--- config.mk ---
export PLATFORM = sky130hd
export DESIGN_NAME = audio_dac_serializer
export DESIGN_NICKNAME = d
export VERILOG_FILES = /design/src/rtl/audio_dac_serializer.sv
export SDC_FILE = /design/constraint.sdc
export NUM_CORES = 1
export LEC_CHECK = 0
export CAP_MARGIN = 20
export CORE_MARGIN = 4
export CORE_UTILIZATION = 44
export CTS_CLUSTER_DIAMETER = 50
export CTS_CLUSTER_SIZE = 16
export DETAILED_ROUTE_END_ITERATION = 8
export DONT_BUFFER_PORTS = 1
export GPL_TIMING_DRIVEN = 0
export PLACE_DENSITY = 0.68
export SYNTH_ARGS = -nofsm -noshare
export SYNTH_HDL_FRONTEND = slang
export SYNTH_SLANG_ARGS = --single-unit
--- constraint.sdc ---
create_clock -name clk -period 7.6 [get_ports clk]
set_input_delay 2.28 -clock clk [delete_from_list [all_inputs] [get_ports clk]]
set_output_delay 2.28 -clock clk [all_outputs]
set_load 0.01 [all_outputs]
--- src/rtl/audio_dac_serializer.sv ---
`timescale 1ns/1ps
// ---------------------------------------------------------------------------
// audio_dac_serializer
// Buffers stereo sample pairs from the system clock domain and shifts them
// out to a codec in I2S format. The codec is bit-clock and word-clock master;
// both clocks are oversampled by clk and only their synchronized edges are
// used, so no logic runs in the codec clock domain.
//
// Ports
//   clk, rst        system clock, asynchronous active-high reset
//   enable          playback enable; when low the data line is held at 0
//   in_valid/ready  sample pair handshake (see below)
//   in_left/right   two's complement channel words, SAMPLE_W bits each
//   aud_bclk        codec bit clock (async input)
//   aud_dac_lrck    codec word clock, 0 = left slot, 1 = right slot
//   aud_dac_dat     serial data to codec, changes after BCLK falling edges
//   underrun        one-clk pulse for each left frame that found FIFO empty
//   underrun_cnt    saturating count of underrun pulses
//
// Handshake: a pair transfers on every rising clk edge where in_valid and
// in_ready are both high. in_ready is registered and only reflects FIFO
// fullness; a pop in the same cycle does not make room for a push.
// ---------------------------------------------------------------------------
module audio_dac_serializer #(
    parameter int SAMPLE_W   = 16,
    parameter int FIFO_DEPTH = 4
) (
    input  logic                clk,
    input  logic                rst,
    input  logic                enable,
    input  logic                in_valid,
    output logic                in_ready,
    input  logic [SAMPLE_W-1:0] in_left,
    input  logic [SAMPLE_W-1:0] in_right,
    input  logic                aud_bclk,
    input  logic                aud_dac_lrck,
    output logic                aud_dac_dat,
    output logic                underrun,
    output logic [15:0]         underrun_cnt
);

    localparam int AW    = $clog2(FIFO_DEPTH);
    localparam int CNT_W = AW + 1;
    localparam int CW    = $clog2(SAMPLE_W + 1);

    // Codec clock synchronizers
    logic bclk_s1_q, bclk_s2_q, bclk_h_q;
    logic lrck_s1_q, lrck_s2_q;
    // LRCK value captured at the previous BCLK falling edge
    logic lrck_prev_q, lrck_prev_d;
    logic armed_q, armed_d;

    // FIFO
    logic [SAMPLE_W-1:0] mem_l_q [FIFO_DEPTH];
    logic [SAMPLE_W-1:0] mem_r_q [FIFO_DEPTH];
    logic [AW-1:0]       wr_ptr_q, wr_ptr_d;
    logic [AW-1:0]       rd_ptr_q, rd_ptr_d;
    logic [CNT_W-1:0]    count_q, count_d;
    logic                in_ready_q, in_ready_d;

    // Serializer
    logic [SAMPLE_W-1:0] sh_q, sh_d;
    logic [CW-1:0]       bits_q, bits_d;
    logic [SAMPLE_W-1:0] held_r_q, held_r_d;
    logic                active_q, active_d;
    logic                dat_q, dat_d;
    logic                underrun_q, underrun_d;
    logic [15:0]         cnt_q, cnt_d;

    logic fall, boundary, left_start, right_start;
    logic fifo_empty, push, pop, underrun_ev;

    assign fall        = bclk_h_q & ~bclk_s2_q;
    assign boundary    = fall & armed_q & (lrck_s2_q != lrck_prev_q);
    assign left_start  = boundary & ~lrck_s2_q;
    assign right_start = boundary & lrck_s2_q;

    assign fifo_empty  = (count_q == '0);
    assign push        = in_valid & in_ready_q;
    assign pop         = left_start & enable & ~fifo_empty;
    assign underrun_ev = left_start & enable & fifo_empty;

    always_comb begin
        wr_ptr_d    = push ? wr_ptr_q + AW'(1) : wr_ptr_q;
        rd_ptr_d    = pop  ? rd_ptr_q + AW'(1) : rd_ptr_q;
        count_d     = count_q + CNT_W'(push) - CNT_W'(pop);
        in_ready_d  = (count_d != CNT_W'(FIFO_DEPTH));

        armed_d     = armed_q;
        lrck_prev_d = lrck_prev_q;
        sh_d        = sh_q;
        bits_d      = bits_q;
        held_r_d    = held_r_q;
        active_d    = active_q;
        dat_d       = dat_q;
        underrun_d  = underrun_ev;
        cnt_d       = (underrun_ev && cnt_q != 16'hFFFF) ? cnt_q + 16'd1 : cnt_q;

        if (fall) begin
            armed_d     = 1'b1;
            lrck_prev_d = lrck_s2_q;
            // The bit driven on the boundary edge still belongs to the
            // previous word (I2S one-BCLK delay); the new word starts next edge.
            if (bits_q != '0) begin
                dat_d  = sh_q[SAMPLE_W-1];
                sh_d   = sh_q << 1;
                bits_d = bits_q - CW'(1);
            end else begin
                dat_d  = 1'b0;
            end
            if (left_start) begin
                if (enable) begin
                    active_d = 1'b1;
                    bits_d   = CW'(SAMPLE_W);
                    sh_d     = fifo_empty ? '0 : mem_l_q[rd_ptr_q];
                    held_r_d = fifo_empty ? '0 : mem_r_q[rd_ptr_q];
                end else begin
                    active_d = 1'b0;
                    bits_d   = '0;
                end
            end else if (right_start) begin
                if (active_q) begin
                    sh_d   = held_r_q;
                    bits_d = CW'(SAMPLE_W);
                end else begin
                    bits_d = '0;
                end
            end
        end

        // Disabled: silence immediately and wait for a full left frame
        if (!enable) begin
            dat_d    = 1'b0;
            bits_d   = '0;
            active_d = 1'b0;
        end
    end

    always_ff @(posedge clk) begin
        if (push) begin
            mem_l_q[wr_ptr_q] <= in_left;
            mem_r_q[wr_ptr_q] <= in_right;
        end
    end

    always_ff @(posedge clk or posedge rst) begin
        if (rst) begin
            bclk_s1_q   <= 1'b0;
            bclk_s2_q   <= 1'b0;
            bclk_h_q    <= 1'b0;
            lrck_s1_q   <= 1'b0;
            lrck_s2_q   <= 1'b0;
            lrck_prev_q <= 1'b0;
            armed_q     <= 1'b0;
            wr_ptr_q    <= '0;
            rd_ptr_q    <= '0;
            count_q     <= '0;
            in_ready_q  <= 1'b0;
            sh_q        <= '0;
            bits_q      <= '0;
            held_r_q    <= '0;
            active_q    <= 1'b0;
            dat_q       <= 1'b0;
            underrun_q  <= 1'b0;
            cnt_q       <= '0;
        end else begin
            bclk_s1_q   <= aud_bclk;
            bclk_s2_q   <= bclk_s1_q;
            bclk_h_q    <= bclk_s2_q;
            lrck_s1_q   <= aud_dac_lrck;
            lrck_s2_q   <= lrck_s1_q;
            lrck_prev_q <= lrck_prev_d;
            armed_q     <= armed_d;
            wr_ptr_q    <= wr_ptr_d;
            rd_ptr_q    <= rd_ptr_d;
            count_q     <= count_d;
            in_ready_q  <= in_ready_d;
            sh_q        <= sh_d;
            bits_q      <= bits_d;
            held_r_q    <= held_r_d;
            active_q    <= active_d;
            dat_q       <= dat_d;
            underrun_q  <= underrun_d;
            cnt_q       <= cnt_d;
        end
    end

    assign in_ready     = in_ready_q;
    assign aud_dac_dat  = dat_q;
    assign underrun     = underrun_q;
    assign underrun_cnt = cnt_q;

endmodule
# Yosys cells after proc, flatten, opt, wreduce, memory -nomap -nowiden
# Memories as Yosys holds them, arrays and structs flattened.
# Cells that the tools add are included.
# W data, S select, Z words.
word_totals:
  register_bits: 71
  ram_bits: 128
  out_inout_bits: 19
  mem_count: 2
mem_list:
  columns: ["name", "depth", "width", "read_ports", "rd_ports_with_merged_regs", "write_ports", "line_no", "source"]
  rows:
  - ["mem_l_q", 4, 16, 1, 0, 1, "54", "logic [SAMPLE_W-1:0] mem_l_q [FIFO_DEPTH];"]
  - ["mem_r_q", 4, 16, 1, 0, 1, "55", "logic [SAMPLE_W-1:0] mem_r_q [FIFO_DEPTH];"]
op_classes:
  n_addsub: 6
  n_eq_ne: 6
  mux: 21
  bitwise: 12
  reduce_logical: 6
ops:
  columns: ["op", "n"]
  rows:
  - ["$mux W16", 7]
  - ["$mux W5", 6]
  - ["$add A16 B1 Y16 const B", 1]
  - ["$ne A16 B16 Y1 const B", 1]
  - ["$and A1 B1 Y1", 9]
  - ["$mux W1", 8]
  - ["$reduce_bool A5 Y1", 1]
  - ["$sub A5 B1 Y5 const B", 1]
  - ["$add A2 B1 Y2 const B", 2]
  - ["$ne A2 B1 Y1 const B", 2]
  - ["$ne A4 B1 Y1 const B", 1]
  - ["$reduce_and A2 Y1", 2]
  - ["$add A3 B1 Y3", 1]
  - ["$logic_not A3 Y1", 1]
  - ["$ne A3 B3 Y1 const B", 1]
  - ["$not A1 Y1", 3]
  - ["$reduce_and A3 Y1", 1]
  - ["$sub A3 B1 Y3", 1]
  - ["$logic_and A1 B1 Y1", 1]
  - ["$ne A1 B1 Y1", 1]

# Longest topological paths before layout
# Gate-level depths: netlist of run 1.
logic_depth:
  depth_word: 9
  ltp_mapped: 13
  depth_no_buf: 9

# Worst setup path after synthesis of run 1
# Ideal clock, no wire load.
synth_path:
  path_type: "input to register"
  from: "input enable"
  to: "register in_ready_q (netlist: in_ready)"
  setup_ps: 125
  arrival_ps: 4314
  setup_slack_ps: 3161
  path_stages: 12
  path_buffers: 3
  cell_sequence: "buf_2 o31a_1 and3_1 buf_2 buf_2 ha_1 inv_1 ha_1 fa_1 xnor2_1 xnor2_1 nand2_1"
synth_via:
  elab_chain_len: 4
synth_lines:
  columns: ["element", "line_no", "source"]
  rows:
  - ["start, declared", "30", "input logic enable,"]
  - ["$and A1 B1 Y1 (2 in a row)", "80", "assign pop = left_start & enable & ~fifo_empty;"]
  - ["named net pop", "71", "logic fifo_empty, push, pop, underrun_ev;"]
  - ["$sub A3 B1 Y3", "86", "count_d = count_q + CNT_W'(push) - CNT_W'(pop);"]
  - ["named net count_d[2]", "58", "logic [CNT_W-1:0] count_q, count_d;"]
  - ["$ne A3 B3 Y1", "87", "in_ready_d = (count_d != CNT_W'(FIFO_DEPTH));"]
  - ["named net in_ready_d", "59", "logic in_ready_q, in_ready_d;"]
  - ["end signal, assigned", "177", "in_ready_q <= in_ready_d;"]
  - ["end, declared", "59", null]
# The timed path passes the listed nets, and every way through them passes these cells.
# A chain may end at the register's enable or synchronous reset.

# Final worst setup path of run 1
# Same ends and word-level chain as after synthesis.

==> impl_metrics.toml, run 1 <==
[place]
gp_congestion = 0.884
port_buffers = 0
placed_area_um2 = 8300
dp_hpwl_um = 9700

[clocking]
clkTransAtPathRegs_ns = 0.08
cts.sinks = 199
numCtsBuffers = 17
ctsHoldBuffers = 0
htreeDepth = 4
cts_resized = 0
clockRootBuffer = "clkbuf_16"
insertion_delay_ns = 0.44
post-cts-setup-buffer-count = 0
clockBufferDepth = 2
cts_tree = "built"

[status]
status = "finished clean"

[pwr]
p_total_mw = 3.09
ir_worst_vdd_mv = 0.245
p_per_area_nw_per_um2 = 347
power_leakage_nw = 3.18

[yosys]
synth.most_common_cell = "edfxtp_1"
syn_inst = 476
syn_avg_cell_area_um2 = 16.8
syn_nets = 523
synth-seq-area-share = 0.702
synth_top_area_share = 0.480
synth.distinct_cells = 58
ys_top_cells_by_area = "edfxtp_1, dfrtp_1, mux4_2"
yosys-top-cells-count = "edfxtp_1, dfrtp_1, mux4_2"
synth_edf_count = 128
ys_ff_latch = 199
ys_warn_count = 0
synthesis.area_um2 = 8010
async_reset_ff_frac = 0.357
yosys.area.top_type = "edfxtp_1"
synth_ff_type = "edfxtp_1"

[floorplan]
coreArea_um2 = 18000
fp-row-count = 49
fp.dieW_um = 143
die_area_um2 = 20400
initial_utilization = 0.446
die_h_um = 143
ios = 57

[sta]
skew_ns = 0.0154
fin_crit_ns = 4.45
hold_ws_ns = 0.378
fmax_mhz = 225
relSlewSlack = 0.405
worstMarginPinSlew_ns = 0.893
finalCritPeriodShare = 0.585
fin_tns_setup_ns = 0
setup_viol = 0
slew_violations = 0
hold_viol = 0
rsz0062_at_grt = "no"

[setup_path]
end_kind = "register"
reg2reg_depth = 13
cp_common_cell = "buf_2"
critical_path_required_ns = 7.92
cp_slowest_cell = "fa_1"
crit_fanout = 10
r2r_slack_ns = 4.65
r2r-end = "in_ready"
cp-start-kind = "primary input"
cp.arrival_ns = 4.77
crit_path_cell_trace = "buf_2 -> o31a_1 -> and3_1 -> buf_2 -> buf_2 -> ha_1 -> inv_1 -> ha_1 -> fa_1 -> xnor2_1 -> xnor2_1 -> nand2_1"
cp_slowest_stage_delay_ns = 0.39
path_class = "primary input to register"
reg2reg_from = "lrck_s2_q"

[grt]
grt_max_degree = 72
grt_util_all_layers = 0.154
grt_pass1_vias = 4468
antenna_found_initial = 0
grt_first_pass_wirelength_um = 24000
gr-total-overflow = 0

[detailed_routing]
drt_wl_total_um = 14700
ant_nets = 0
firstDrtPassIters = 5
drc = 0
vias_per_cell = 5.65
drtIter0Drc = 247
num_vias = 4167
drt-wirelength-per-cell_um = 19.9

[cells_and_area]
fill_cells = 1467
syn2layout_area_growth_pct = 11.2
final_cell_area_um2 = 8900
num_antenna_cells = 0
layout-drive-gt1-share = 0.199
final_util = 0.496
fin_nets = 542

[worst_hold_path]
hold-path-endpoint = "bclk_s2_q"
hold_depth = 0
hold_start = "bclk_s1_q"
holdCritPathClass = "register to register"

[flow_run]
drv_cap = 0
-- placed cells by master (no fill, tap or decap), types with 8 or more instances in the layout --
cell type / synthesis / routed
a221o_1: 10 / 10
a22o_1: 17 / 17
buf_2: 10 / 10
nand4_1: 22 / 22
clkbuf_1: 13 / 13
nand2_1: 29 / 29
xnor2_1: 21 / 21
edfxtp_1: 128 / 128
ha_1: 8 / 8
a21oi_1: 18 / 18
dfrtp_1: 71 / 71
clkbuf_16: 0 / 17
nand3_1: 13 / 13
mux4_2: 32 / 32
-- critical path: cells and delay by family --
family,cells,cell delay [ns]
compound gates,1,0.35
buf+inv,4,0.74
fa+ha+maj,3,0.73
xor+xnor,2,0.38
simple gates,2,0.28
-- through the flow --
| stage | worst slack, ns | cells |
|---|---|---|
| finish | 3.15 | 737 |
| global route | 2.94 | 737 |
| CTS | 3.13 | 737 |
| detailed placement | 2.67 | 705 |
| global placement | 2.79 | 705 |
| floorplan | 3.16 | 476 |
-- kinds of logic (layout without fill, tap and decap cells) --
kind of cell	Yosys count	in the layout	share of synthesized area
flops	199	199	0.702
simple gates	111	111	0.0801
compound gates	64	64	0.0626
buf+inv	36	68	0.0226
mux	34	34	0.0928
xor+xnor	23	23	0.0251
fa+ha+maj	9	9	0.0150
-- area by class of cell --
type | instances | area, um2 | share of cell area
inverters | 8 | 32.5 | 0.00365
well taps | 229 | 287 | 0.0322
plain buffers | 28 | 151 | 0.0170
flip-flops and latches | 199 | 5620 | 0.631
multi-input cells | 241 | 2210 | 0.249
clock buffers | 17 | 425 | 0.0478
clock inverters | 15 | 174 | 0.0195
-- layer usage --
| layer | part of all wire | track usage |
|---|---|---|
| met3 | 0.071 | 0.0599 |
| met5 | 0 | 0 |
| met2 | 0.50 | 0.255 |
| met1 | 0.41 | 0.188 |
| met4 | 0.015 | 0.0485 |
-- sequential cells by signal, summed over array words and instances, names as in the netlist --
name and cells:
in_ready 1, bclk_s1_q 1, aud_dac_dat 1, rd_ptr_q 2
bclk_h_q 1, lrck_prev_q 1, underrun 1, mem_l_q 64
wr_ptr_q 2, bits_q 5, count_q 3, underrun_cnt 16
lrck_s1_q 1, lrck_s2_q 1, armed_q 1, active_q 1
mem_r_q 64, held_r_q 16, bclk_s2_q 1, sh_q 16
-- where the power goes --
group	switching (mW)	internal (mW)	total, mW
Clock	0.444	0.446	0.891
Combinational	0.345	0.329	0.674
Sequential	0.111	1.41	1.52
-- worst max-delay path by stage --
stage	startpoint	end	slack [ns]	cells past startpoint
6_report	enable	in_ready	3.15	12
5_1_grt	enable	in_ready	2.94	12
4_1_cts	enable	in_ready	3.13	12
3_5_place_dp	enable	in_ready	2.67	12
3_3_place_gp	enable	in_ready	2.79	12
2_1_floorplan	enable	in_ready	3.16	12
Power figures use the tool's default switching activity.
==> run 2: changes to the inputs <==
==> constraint.sdc (replaced) <==
create_clock -name clk -period 4.45 [get_ports clk]
set_input_delay 1.335 -clock clk [delete_from_list [all_inputs] [get_ports clk]]
set_output_delay 1.335 -clock clk [all_outputs]
set_load 0.01 [all_outputs]
==> results of run 2 <==
Same layout as run 1 (identical final DEF). Status: finished clean.
Main changes from that run: setup slack after placement 2.67 ns -> 0.461 ns; setup slack after layout 3.15 ns -> 0.948 ns; register-to-register setup slack 4.65 ns -> 1.50 ns; total power 3.09 mW -> 5.27 mW; worst IR drop on VDD 0.245 mV -> 0.419 mV
==> run 3: changes to the inputs <==
--- a/config.mk
+++ b/config.mk
@@ -13,7 +13,7 @@
 export DETAILED_ROUTE_END_ITERATION = 8
 export DONT_BUFFER_PORTS = 1
 export GPL_TIMING_DRIVEN = 0
-export PLACE_DENSITY = 0.68
+export PLACE_DENSITY = 0.7
 export SYNTH_ARGS = -nofsm -noshare
 export SYNTH_HDL_FRONTEND = slang
 export SYNTH_SLANG_ARGS = --single-unit
==> constraint.sdc (replaced) <==
create_clock -name clk -period 3 [get_ports clk]
set_input_delay 0.9 -clock clk [delete_from_list [all_inputs] [get_ports clk]]
set_output_delay 0.9 -clock clk [all_outputs]
set_load 0.01 [all_outputs]
==> run 3 against run 2 <==
Sequential power is 48% higher. First-iteration DRC count is 2.8% lower. Clock skew is 0.0067 ns lower. Die area stayed put. Hold slack worse by 0.027 ns. Critical path depth stayed put. Largest power group unchanged.
==> impl_metrics.toml, run 3 (same netlist as run 1, synthesis figures left out) <==
[sta]
worstMarginPinSlew_ns = 0.929
skew_ns = 0.00872
relSlewSlack = 0.381
fin_crit_ns = 2.80
hold_viol = 0
slew_violations = 0
finalCritPeriodShare = 0.932
setup_viol = 0
rsz0062_at_grt = "no"
fmax_mhz = 358

[place]
placed_area_um2 = 8310
dp_hpwl_um = 9680
port_buffers = 0
dp_cells = 705
gp_congestion = 0.847

[flow_run]
drv_cap = 0

[cells_and_area]
final_cell_count_no_fill = 738
layout-drive-gt1-share = 0.196
fill_cells = 1454
syn2layout_area_growth_pct = 11.1
top_regs = "mem_l_q x64, mem_r_q x64"
multi_input_area_um2 = 2220
fin_nets = 544
mostFrequentLayoutCell = "edfxtp_1"
ff_latch_area_um2 = 5620
mostFrequentLayoutCells = "edfxtp_1, dfrtp_1, mux4_2"
final_cell_area_um2 = 8900
num_antenna_cells = 0
final_util = 0.495

[clocking]
clockRootBuffer = "clkbuf_16"
insertion_delay_ns = 0.43
clockBufferDepth = 2
cts_tree = "built"
clkTransAtPathRegs_ns = 0.07
htreeDepth = 4
ctsHoldBuffers = 0
numCtsBuffers = 17
cts.sinks = 199

[floorplan]
initial_utilization = 0.446
die_area_um2 = 20400
fp.dieW_um = 143
die_h_um = 143
ios = 57
coreArea_um2 = 18000
fp-row-count = 49

[setup_path]
crit_fanout = 10
cp.arrival_ns = 3.11
cpLargestDelayFamily = "adder cells"
crit_path_cell_trace = "buf_2 -> o31a_1 -> and3_1 -> buf_4 -> buf_4 -> ha_1 -> inv_1 -> ha_1 -> fa_2 -> xnor2_1 -> xnor2_1 -> nand2_1"
cp_slowest_stage_delay_ns = 0.34
cp-start-kind = "primary input"
cp_num_buf_inv = 4
end_kind = "register"
critical_path_required_ns = 3.31
cp_slowest_cell = "fa_2"
path_class = "primary input to register"

[grt]
grt_first_pass_wirelength_um = 23800
grt_util_all_layers = 0.153
antenna_found_initial = 0
grt_pass1_vias = 4409
gr-total-overflow = 0
grt_max_degree = 72

[detailed_routing]
drc = 0
drt-wirelength-per-cell_um = 20.2
drtIter0Drc = 240
vias_per_cell = 5.73
ant_nets = 0
num_vias = 4229
drt_wl_total_um = 14900
firstDrtPassIters = 5

[worst_hold_path]
holdCritPathClass = "register to register"

[pwr]
power_leakage_nw = 3.18
p_per_area_nw_per_um2 = 875
ir_worst_vdd_mv = 0.483

[status]
status = "finished clean"
## run 3: cell types whose count changed in the layout (fill, tap and decap cells not counted), sizes merged
cell | previous run | this run
inv | 15 | 12
clkbuf | 30 | 31
buf | 15 | 17
bufinv | 0 | 1
## run 3: final timing paths
| check | startpoint | to | slack, ns | depth (start not counted) |
|---|---|---|---|---|
| min in group asynchronous | rst | aud_dac_dat | 0.52 | 1 |
| max in group asynchronous | rst | held_r_q[5] | 1.90 | 1 |
| max reg2reg | lrck_prev_q | in_ready | 0.23 | 13 |
| min reg2reg | bclk_s1_q | bclk_s2_q | 0.35 | 0 |
| max | enable | in_ready | 0.20 | 12 |
| min | bclk_s1_q | bclk_s2_q | 0.35 | 0 |
## run 3: what timing repair did
action,CTS,global route
endpoints found under the setup margin,0,1
resized for setup,0,0
buffers inserted,0,2
## run 3: worst reg2reg max path, cell delays in order (launching register included)
cell and delay, ns:
dfrtp_1 0.37, buf_6 0.13, nor2b_2 0.16, buf_2 0.18
and3_1 0.19, buf_4 0.17, buf_4 0.18, ha_1 0.28
inv_1 0.04, ha_1 0.19, fa_2 0.34, xnor2_1 0.19
xnor2_1 0.17, nand2_1 0.07
## run 3: cell type report
| cell class | count | area share |
|---|---|---|
| flip-flops and latches | 199 | 0.632 |
| repair buffers | 2 | 0.00169 |
| clock inverters | 13 | 0.0162 |
| inverters | 8 | 0.00366 |
| clock buffers | 18 | 0.0482 |
| multi-input cells | 241 | 0.249 |
| plain buffers | 28 | 0.0176 |
| well taps | 229 | 0.0322 |
## run 3: power by group
group	total, mW	internal, mW	switching [mW]
sequential	3.85	3.58	0.275
clock	2.19	1.17	1.02
combinational	1.74	0.843	0.895
total	7.78	5.59	2.19
## run 3: per-stage QoR
step | hold slack (ns) | TNS [ns] | worst slack, ns | total power, mW
floorplan | 0.331 | 0 | 0.0162 | 5.17
global placement | 0.340 | -27.37 | -0.384 | 5.57
detailed placement | 0.346 | -0.661 | -0.323 | 5.67
CTS | 0.358 | 0 | 0.118 | 7.86
global route | 0.368 | 0 | 0.00344 | 8.18
finish | 0.351 | 0 | 0.203 | 7.78
## run 3: per-layer routing
metal,track usage,wire (um),vias up
met5,0,0,-
li1,-,-,1911
met4,0.0335,97,0
met2,0.258,7690,117
met3,0.0536,1020,10
met1,0.193,6110,2191
